File: src/rtl/sdpram_init_bwe_if.sv
// Port bundle for sdpram_init_bwe: write port, read port and clear handshake.
// The master side drives requests and the slave side (the RAM) returns data.
interface sdpram_init_bwe_if #(
  parameter int RAM_WIDTH  = 32,
  parameter int RAM_DEPTH  = 128,
  parameter int BYTE_WIDTH = 8
);
  localparam int AW = $clog2(RAM_DEPTH);
  localparam int NB = RAM_WIDTH / BYTE_WIDTH;

  logic                 init_req;
  logic [RAM_WIDTH-1:0] dina;
  logic [AW-1:0]        addra;
  logic [NB-1:0]        wea;
  logic                 enb;
  logic [AW-1:0]        addrb;
  logic [RAM_WIDTH-1:0] doutb;
  logic                 doutb_valid;
  logic                 initial_done;

  modport master (
    output init_req, dina, addra, wea, enb, addrb,
    input  doutb, doutb_valid, initial_done
  );

  modport slave (
    input  init_req, dina, addra, wea, enb, addrb,
    output doutb, doutb_valid, initial_done
  );
endinterface

File: src/rtl/sdpram_init_bwe.sv
// Simple dual-port RAM with byte-lane write enables, 1- or 2-cycle read
// latency with a valid strobe, and a hardware clear-to-constant sequence that
// runs after reset (optionally) and again whenever init_req is pulsed.
module sdpram_init_bwe #(
  parameter int                  RAM_WIDTH     = 32,
  parameter int                  RAM_DEPTH     = 128,
  parameter int                  BYTE_WIDTH    = 8,
  parameter int                  READ_LATENCY  = 1,
  parameter logic [RAM_WIDTH-1:0] INIT_VALUE   = '0,
  parameter bit                  INIT_ON_RESET = 1'b1
) (
  input  logic               clk,
  input  logic               rst_n,
  sdpram_init_bwe_if.slave   bus
);
  localparam int AW = $clog2(RAM_DEPTH);
  localparam int NB = RAM_WIDTH / BYTE_WIDTH;

  // Extra bit so a non-power-of-two depth can be range-checked without wrap.
  localparam logic [AW:0]   DEPTH_W   = (AW+1)'(RAM_DEPTH);
  localparam logic [AW-1:0] LAST_ADDR = AW'(RAM_DEPTH - 1);

  generate
    if (RAM_WIDTH % BYTE_WIDTH != 0) begin : g_bad_width
      $error("RAM_WIDTH must be a multiple of BYTE_WIDTH");
    end
    if (READ_LATENCY != 1 && READ_LATENCY != 2) begin : g_bad_latency
      $error("READ_LATENCY must be 1 or 2");
    end
  endgenerate

  typedef enum logic {ST_INIT, ST_READY} state_t;
  localparam state_t RST_STATE = INIT_ON_RESET ? ST_INIT : ST_READY;

  logic [RAM_WIDTH-1:0] mem [RAM_DEPTH];

  state_t               state_q, state_d;
  logic [AW-1:0]        clr_addr_q, clr_addr_d;
  logic                 done_q;

  logic [NB-1:0]        wr_lanes;
  logic [AW-1:0]        wr_addr;
  logic [RAM_WIDTH-1:0] wr_data;

  logic                 rd_accept;
  logic                 rd_in_range;
  logic [RAM_WIDTH-1:0] rd_data_p0;
  logic                 vld_p0;

  // State register, clear counter and registered ready flag.
  always_ff @(posedge clk or negedge rst_n) begin
    if (!rst_n) begin
      state_q    <= RST_STATE;
      clr_addr_q <= '0;
      done_q     <= ~INIT_ON_RESET;
    end else begin
      state_q    <= state_d;
      clr_addr_q <= clr_addr_d;
      done_q     <= (state_d == ST_READY);
    end
  end

  // Next state: walk the clear counter to the last word, or restart on request.
  always_comb begin
    state_d    = state_q;
    clr_addr_d = clr_addr_q;
    case (state_q)
      ST_INIT: begin
        if (clr_addr_q == LAST_ADDR) begin
          state_d    = ST_READY;
          clr_addr_d = '0;
        end else begin
          clr_addr_d = clr_addr_q + 1'b1;
        end
      end
      ST_READY: begin
        if (bus.init_req) begin
          state_d    = ST_INIT;
          clr_addr_d = '0;
        end
      end
    endcase
  end

  // Write port mux: the clear sequence owns the port while initialising,
  // otherwise user lanes pass through when the address is in range.
  always_comb begin
    wr_lanes = '0;
    wr_addr  = bus.addra;
    wr_data  = bus.dina;
    if (state_q == ST_INIT) begin
      wr_lanes = '1;
      wr_addr  = clr_addr_q;
      wr_data  = INIT_VALUE;
    end else if ({1'b0, bus.addra} < DEPTH_W) begin
      wr_lanes = bus.wea;
    end
  end

  // Memory array write, one lane at a time; contents are never reset.
  always_ff @(posedge clk) begin
    for (int i = 0; i < NB; i++) begin
      if (wr_lanes[i]) begin
        mem[wr_addr][i*BYTE_WIDTH +: BYTE_WIDTH] <= wr_data[i*BYTE_WIDTH +: BYTE_WIDTH];
      end
    end
  end

  assign rd_accept   = (state_q == ST_READY) && bus.enb;
  assign rd_in_range = ({1'b0, bus.addrb} < DEPTH_W);

  // Stage p0: array read (read-first against a same-edge write); holds when idle.
  always_ff @(posedge clk or negedge rst_n) begin
    if (!rst_n) begin
      rd_data_p0 <= '0;
      vld_p0     <= 1'b0;
    end else begin
      vld_p0 <= rd_accept;
      if (rd_accept) begin
        rd_data_p0 <= rd_in_range ? mem[bus.addrb] : '0;
      end
    end
  end

  generate
    if (READ_LATENCY == 2) begin : g_lat2
      logic [RAM_WIDTH-1:0] rd_data_p1;
      logic                 vld_p1;

      // Stage p1: output register; only advances when p0 holds a fresh result.
      always_ff @(posedge clk or negedge rst_n) begin
        if (!rst_n) begin
          rd_data_p1 <= '0;
          vld_p1     <= 1'b0;
        end else begin
          vld_p1 <= vld_p0;
          if (vld_p0) begin
            rd_data_p1 <= rd_data_p0;
          end
        end
      end

      assign bus.doutb       = rd_data_p1;
      assign bus.doutb_valid = vld_p1;
    end else begin : g_lat1
      assign bus.doutb       = rd_data_p0;
      assign bus.doutb_valid = vld_p0;
    end
  endgenerate

  assign bus.initial_done = done_q;

endmodule

File: src/flat_wrapper.sv
// flat-port wrapper written by rule: the top's interface ports become plain ports
module sdpram_init_bwe_flat 
#(
  parameter int                  RAM_WIDTH     = 32,
  parameter int                  RAM_DEPTH     = 128,
  parameter int                  BYTE_WIDTH    = 8,
  parameter int                  READ_LATENCY  = 1,
  parameter logic [RAM_WIDTH-1:0] INIT_VALUE   = '0,
  parameter bit                  INIT_ON_RESET = 1'b1
)
  (clk, rst_n, bus_init_req, bus_dina, bus_addra, bus_wea, bus_enb, bus_addrb, bus_doutb, bus_doutb_valid, bus_initial_done);
  sdpram_init_bwe_if #(.RAM_WIDTH(RAM_WIDTH), .RAM_DEPTH(RAM_DEPTH), .BYTE_WIDTH(BYTE_WIDTH)) bus_i ();
  input  logic clk;
  input  logic rst_n;
  input wire logic [$bits(bus_i.init_req)-1:0] bus_init_req;
  input wire logic [$bits(bus_i.dina)-1:0] bus_dina;
  input wire logic [$bits(bus_i.addra)-1:0] bus_addra;
  input wire logic [$bits(bus_i.wea)-1:0] bus_wea;
  input wire logic [$bits(bus_i.enb)-1:0] bus_enb;
  input wire logic [$bits(bus_i.addrb)-1:0] bus_addrb;
  output wire logic [$bits(bus_i.doutb)-1:0] bus_doutb;
  output wire logic [$bits(bus_i.doutb_valid)-1:0] bus_doutb_valid;
  output wire logic [$bits(bus_i.initial_done)-1:0] bus_initial_done;
  assign bus_i.init_req = bus_init_req;
  assign bus_i.dina = bus_dina;
  assign bus_i.addra = bus_addra;
  assign bus_i.wea = bus_wea;
  assign bus_i.enb = bus_enb;
  assign bus_i.addrb = bus_addrb;
  assign bus_doutb = bus_i.doutb;
  assign bus_doutb_valid = bus_i.doutb_valid;
  assign bus_initial_done = bus_i.initial_done;
  sdpram_init_bwe #(.RAM_WIDTH(RAM_WIDTH), .RAM_DEPTH(RAM_DEPTH), .BYTE_WIDTH(BYTE_WIDTH), .READ_LATENCY(READ_LATENCY), .INIT_VALUE(INIT_VALUE), .INIT_ON_RESET(INIT_ON_RESET)) u_core (.clk(clk), .rst_n(rst_n), .bus(bus_i));
endmodule
File: config.mk
export PLATFORM = sky130hd
export DESIGN_NAME = sdpram_init_bwe_flat
export DESIGN_NICKNAME = d
export VERILOG_FILES = /design/src/rtl/sdpram_init_bwe_if.sv /design/src/rtl/sdpram_init_bwe.sv /design/src/flat_wrapper.sv
export SDC_FILE = /design/constraint.sdc
export NUM_CORES = 2
export LEC_CHECK = 0
export CAP_MARGIN = 0
export CORE_ASPECT_RATIO = 1.5
export CORE_MARGIN = 2
export CORE_UTILIZATION = 49
export CTS_CLUSTER_DIAMETER = 200
export CTS_CLUSTER_SIZE = 25
export DETAILED_ROUTE_END_ITERATION = 6
export PLACE_DENSITY = 0.61
export SKIP_CTS_REPAIR_TIMING = 1
export SYNTH_ARGS = -nofsm -noshare
export SYNTH_HDL_FRONTEND = slang
export SYNTH_SLANG_ARGS = --single-unit
File: constraint.sdc
create_clock -name clk -period 4.25 [get_ports clk]
set_clock_uncertainty 0.1 [all_clocks]
set_input_delay 0.85 -clock clk [delete_from_list [all_inputs] [get_ports clk]]
set_output_delay 0.85 -clock clk [all_outputs]
set_load 0.05 [all_outputs]
# --- Word-level counts from Yosys, hierarchy flattened ---
# Memories as Yosys holds them, arrays and structs flattened. A register that Yosys moved wholly into a read port is not among the register bits.
# Cells that the tools add are included.
totals:
  ff_bits: 9
  latch_bits: 0
  ram_bits: 4096
  romBits: 0
  input_bits: 54
  wordCells: 27
  memories: 1
mem_list:
  columns: ["memory", "depth", "word_bits", "rd", "rd_clocked_by_memory_dff", "write_ports", "line_no", "rtl"]
  rows:
  - ["u_core.mem", 128, 32, 1, 1, 1, "sdpram_init_bwe.sv:35", "logic [RAM_WIDTH-1:0] mem [RAM_DEPTH];"]
classes:
  addsub: 1
  multipliers: 0
  n_div: 0
  order_cmp: 0
  eq_ne: 2
  shift: 0
  mux: 17
  n_bitwise: 1
  reduce_logical: 2
op_table:
  columns: ["operator", "n"]
  rows:
  - ["two-way mux 32 bit", 1]
  - ["two-way mux 7 bit", 3]
  - ["case mux 7 bit (2 select lines)", 1]
  - ["two-way mux 1 bit", 10]
  - ["adder 7 x 1 -> 7 bit (second input constant)", 1]
  - ["equality test 7 bit (second input constant)", 1]
  - ["two-way mux 4 bit", 1]
  - ["!= test 2 bit (second input constant)", 1]
  - ["case mux 1 bit (2 select lines)", 1]
  - ["logical AND 1 bit", 1]
  - ["logical NOT 1 bit", 1]
  - ["NOT 1 bit", 1]

# --- Logic depth before layout (Yosys ltp) ---
logic_depth:
  ltp_word: 3
  depth_mapped: 12
  depth_no_buf: 7

# --- Worst setup path before layout ---
# No wires, ideal clock.
synth_path:
  kind: "reg2reg"
  startpoint: "reg u_core.state_q"
  endpoint: "mem u_core.mem[0][30], data pin"
  setup_ns: 0.534
  t_arrival_ns: 3.470
  required_ns: 3.616
  setup_slack_ns: 0.146
  stages_incl_launch_ff: 6
  synth_period_minus_slack_ns: 4.104
  path_cell_list: "dfrtp_1 -> clkbuf_1 -> clkbuf_1 -> clkbuf_1 -> clkbuf_1 -> and2_1"
synth_via:
  elab_chain_cells: 1
synth_lines:
  columns: ["element", "line_no", "rtl"]
  rows:
  - ["from (decl)", "sdpram_init_bwe.sv:37", "state_t state_q, state_d;"]
  - ["from (signal assigned)", "sdpram_init_bwe.sv:57", "state_q <= state_d;"]
  - ["two-way mux 32 bit", "sdpram_init_bwe.sv:91", "if (state_q == ST_INIT) begin"]
  - ["net u_core.wr_data[30]", "sdpram_init_bwe.sv:43", "logic [RAM_WIDTH-1:0] wr_data;"]
  - ["to (decl)", "sdpram_init_bwe.sv:35", null]
# The timed path passes the listed nets, and every way through them passes these cells.

==> run metrics <==
area delta synth->final 10.75%; DRC violations left 2; Gate power share 0.121; detailed placement HPWL 302300 um; num rows 258; input/output buffers 87; RSZ-0062 raised after global routing no; met2 wire len 234600 um; Chip Height 708.7 um; Die ar. 0.3358 mm^2; Worst R2R Setup Slack 0.59 ns; Reg2Reg Capture Point u_core.mem[104][7]; H-tree depth 4; pin count of the biggest net entering global routing 129; number of antenna violations at the first check in global routing 33; Synth cell types 56; failing checks design-rule violations; Fin. Hold Viols 0; worst-path cell chain buf_4 > clkdlybuf4s50_1; cell accounting for the most synthesized area edfxtp_1; overall routing resource usage 0.2689; LEAKAGE 59.12 nW; Clock Latency Late Sink 0.94 ns; P_int 57.32 mW; Net Switching 19.38 mW; CP arrival 2.89 ns; I/O pin total 88; Initial Utilization 0.4927; Root Driver clkbuf_16; r2r startpoint u_core.state_q; status finished, violations left; Highest Signal Layer met5; Total Wirelength 457400 um; Die Span X 473.8 um; Setup crit start kind flop; share of cells above drive strength 1 0.2267; CP Capture Type primary output; DR WL/cell 33.87 um; min cycle time layout 3.839 ns; DRT met1 WL 166700 um; P per Cell Area 426.9 mW/mm^2; Seq pwr share 0.608; CTS Sinks 4137; most used flip-flop cell after synthesis edfxtp_1; Via Count 83960; critical path's largest stage delay 0.86 ns; Worst R2R Path Depth 8; Synth Register Bits 4137; clock power share 0.272; drt via density 6.217; clock transition at the registers of the reported paths 0.10 ns; total gr overflow 0; Fmax 0.2605 GHz; Met3 Wirelength 30120 um; Max Root-Sink Buffers 4; Syn Area/Cell 19.34 um^2; first-pass GRT wire length 638800 um; CTS tree done; Slew Limit Fails 0; Slew HR 0.03415; CORE AREA 0.3293 mm^2; final setup margin 0.4109 ns; Yosys top cell area share 0.7582; highest net fanout along the worst path 32; WHS 0.01540 ns; Num CTS Buffers 191; total chip power 76.70 mW; DP Worst Slack -0.3552 ns; Max-cap violations 0; number of DRC markers in iteration 0 9916; Crit path max-delay family buffers and inverters; crit path kind flop to primary output; Worst EP required 3.30 ns; nets@finish 9148; Hold Path Class input pin to async pin; Post-Synthesis Cell Area 0.1622 mm^2; part of the Yosys area used for sequential elements 0.7645; GP Congestion 0.9058; number of global-route vias before repair 85040; Crit path buffers/inverters 2; period utilization 0.9033; Final Cell Area 0.1797 mm^2; antenna viol nets, final 0; Post-synth EDFFs 4096; final setup fails 0; ranking of synthesized cells by area edfxtp_1 76%, mux4_2 8.1%, mux2i_1 4.7%, mux2_2 1.7%, nor2_1 1.5%; Placed Area 0.1743 mm^2; Pre-Repair DR Iteration Count 7; yosys synthesis warning count 0; Max VDD drop 409.8 uV; critical path's slowest cell clkdlybuf4s50_1; FFs w/ async S/R, synth 0.009911; Tightest Pin Transition 1.446 ns; Post-Syn Instances 8387; Net Sw Frac 0.2527; synthesized net count 8442
[stage by stage]
step                      utilization  cells  setup TNS [ns]
after floorplan                     -   8387               0
after global placement         0.5293  13190          -2.889
after detailed placement       0.5294  13190          -2.486
after CTS                      0.5456  13490               0
after global routing           0.5456  13490               0
final                          0.5457  13510               0
[metal layers]
metal / global-route usage / vias to the layer above
met2: 0.4666 / 3310
met4: 0.1311 / 12
met3: 0.03656 / 773
li1: - / 35330
met5: 0 / -
met1: 0.3321 / 44530
[state kept, by name, indices dropped and copies added (netlist names)]
register,flops
u_core.state_q,1
u_core.mem,4096
u_core.bus.doutb_valid,1
u_core.clr_addr_q,7
u_core.bus.doutb,32
[cells by family after synthesis]
logic type | Yosys count | share of synthesized area
compound gates | 868 | 0.03899
buf+inv | 556 | 0.01882
simple gates | 1237 | 0.03292
mux | 1585 | 0.1446
fa+ha+maj | 1 | 0.00007711
flops | 4137 | 0.7645
xor+xnor | 3 | 0.0001620
[cell type report]
class / count / area [um^2]
timing repair buffer: 1059 / 9433
clock buffer: 300 / 5295
tap: 4290 / 5368
inverter: 10 / 42.54
sequential: 4137 / 124000
fill: 25260 / 149600
multi-input combinational: 3694 / 35440
antenna: 13 / 32.53
clock inverter: 2 / 32.53
[power by group through the flow]
stage               sequential, mW  combinational [mW]  clock (mW)
finish                        46.6                9.25        20.8
detailed placement            47.5                9.22           0
CTS                           46.6                9.24        21.2
floorplan                     47.5                4.01           0
global route                  46.6                9.49        22.5
global placement              47.5                9.13           0
[cells in the final DEF (no fill, tap or decap), types with 32 or more instances in the layout]
cell type        count
clkdlybuf4s50_1     80
mux4_2             582
buf_4              875
clkbuf_1           104
nor2_1             653
dfrtp_1             40
and2_4              32
a211oi_1            83
buf_12              98
o31ai_1             54
and2_1              60
o211ai_1            32
nor3_1              96
edfxtp_1          4096
a21oi_1             72
mux2_2             243
clkbuf_16          196
a22oi_1             34
nand2_1            233
o22ai_1            298
o221ai_1            82
mux2i_1            760
[worst max path at each step]
| stage | from | end | depth (start not counted) |
|---|---|---|---|
| finish | u_core.state_q | bus_initial_done | 2 |
| global route | u_core.state_q | bus_initial_done | 2 |
| CTS | u_core.state_q | bus_initial_done | 2 |
| detailed placement | bus_addrb[5] | u_core.bus.doutb[11] | 8 |
| global placement | bus_addrb[0] | u_core.bus.doutb[3] | 8 |
| floorplan | u_core.state_q | u_core.mem[0][30] | 5 |
[synthesized netlist by cell type, types with 3 or more instances]
cell type and count:
o41ai_1 29, o211ai_1 32, a221oi_1 18, a21oi_1 73
dfrtp_1 41, nor3_1 97, o32ai_1 30, a22oi_1 34
nand2_1 249, o221ai_1 82, mux2_2 243, o32a_1 29
nand3b_1 4, o22ai_1 298, a2111oi_0 11, or3_1 8
clkbuf_1 250, and2_1 93, mux4_2 582, buf_8 10
edfxtp_1 4096, or4_1 4, a211oi_1 83, nand2b_1 22
and3_1 20, buf_2 116, a221o_1 29, nand3_1 22
a32oi_1 23, buf_4 102, mux2i_1 760, buf_6 39
a211o_1 14, o31ai_1 54, xnor2_1 3, nor2b_1 34
a31oi_1 7, buf_1 27, o21ai_0 15, inv_1 9
nor2_1 656, nor4_1 21
[worst register-to-register path, cell delays in order (launching register included)]
cell and delay [ns]:
dfrtp_2 0.72, buf_4 0.39, nand2_1 0.12, o32ai_1 0.24
buf_4 0.23, nand2_1 0.55, buf_4 0.45, nor2_1 0.37
buf_4 0.24
Power figures use the tool's default switching activity.
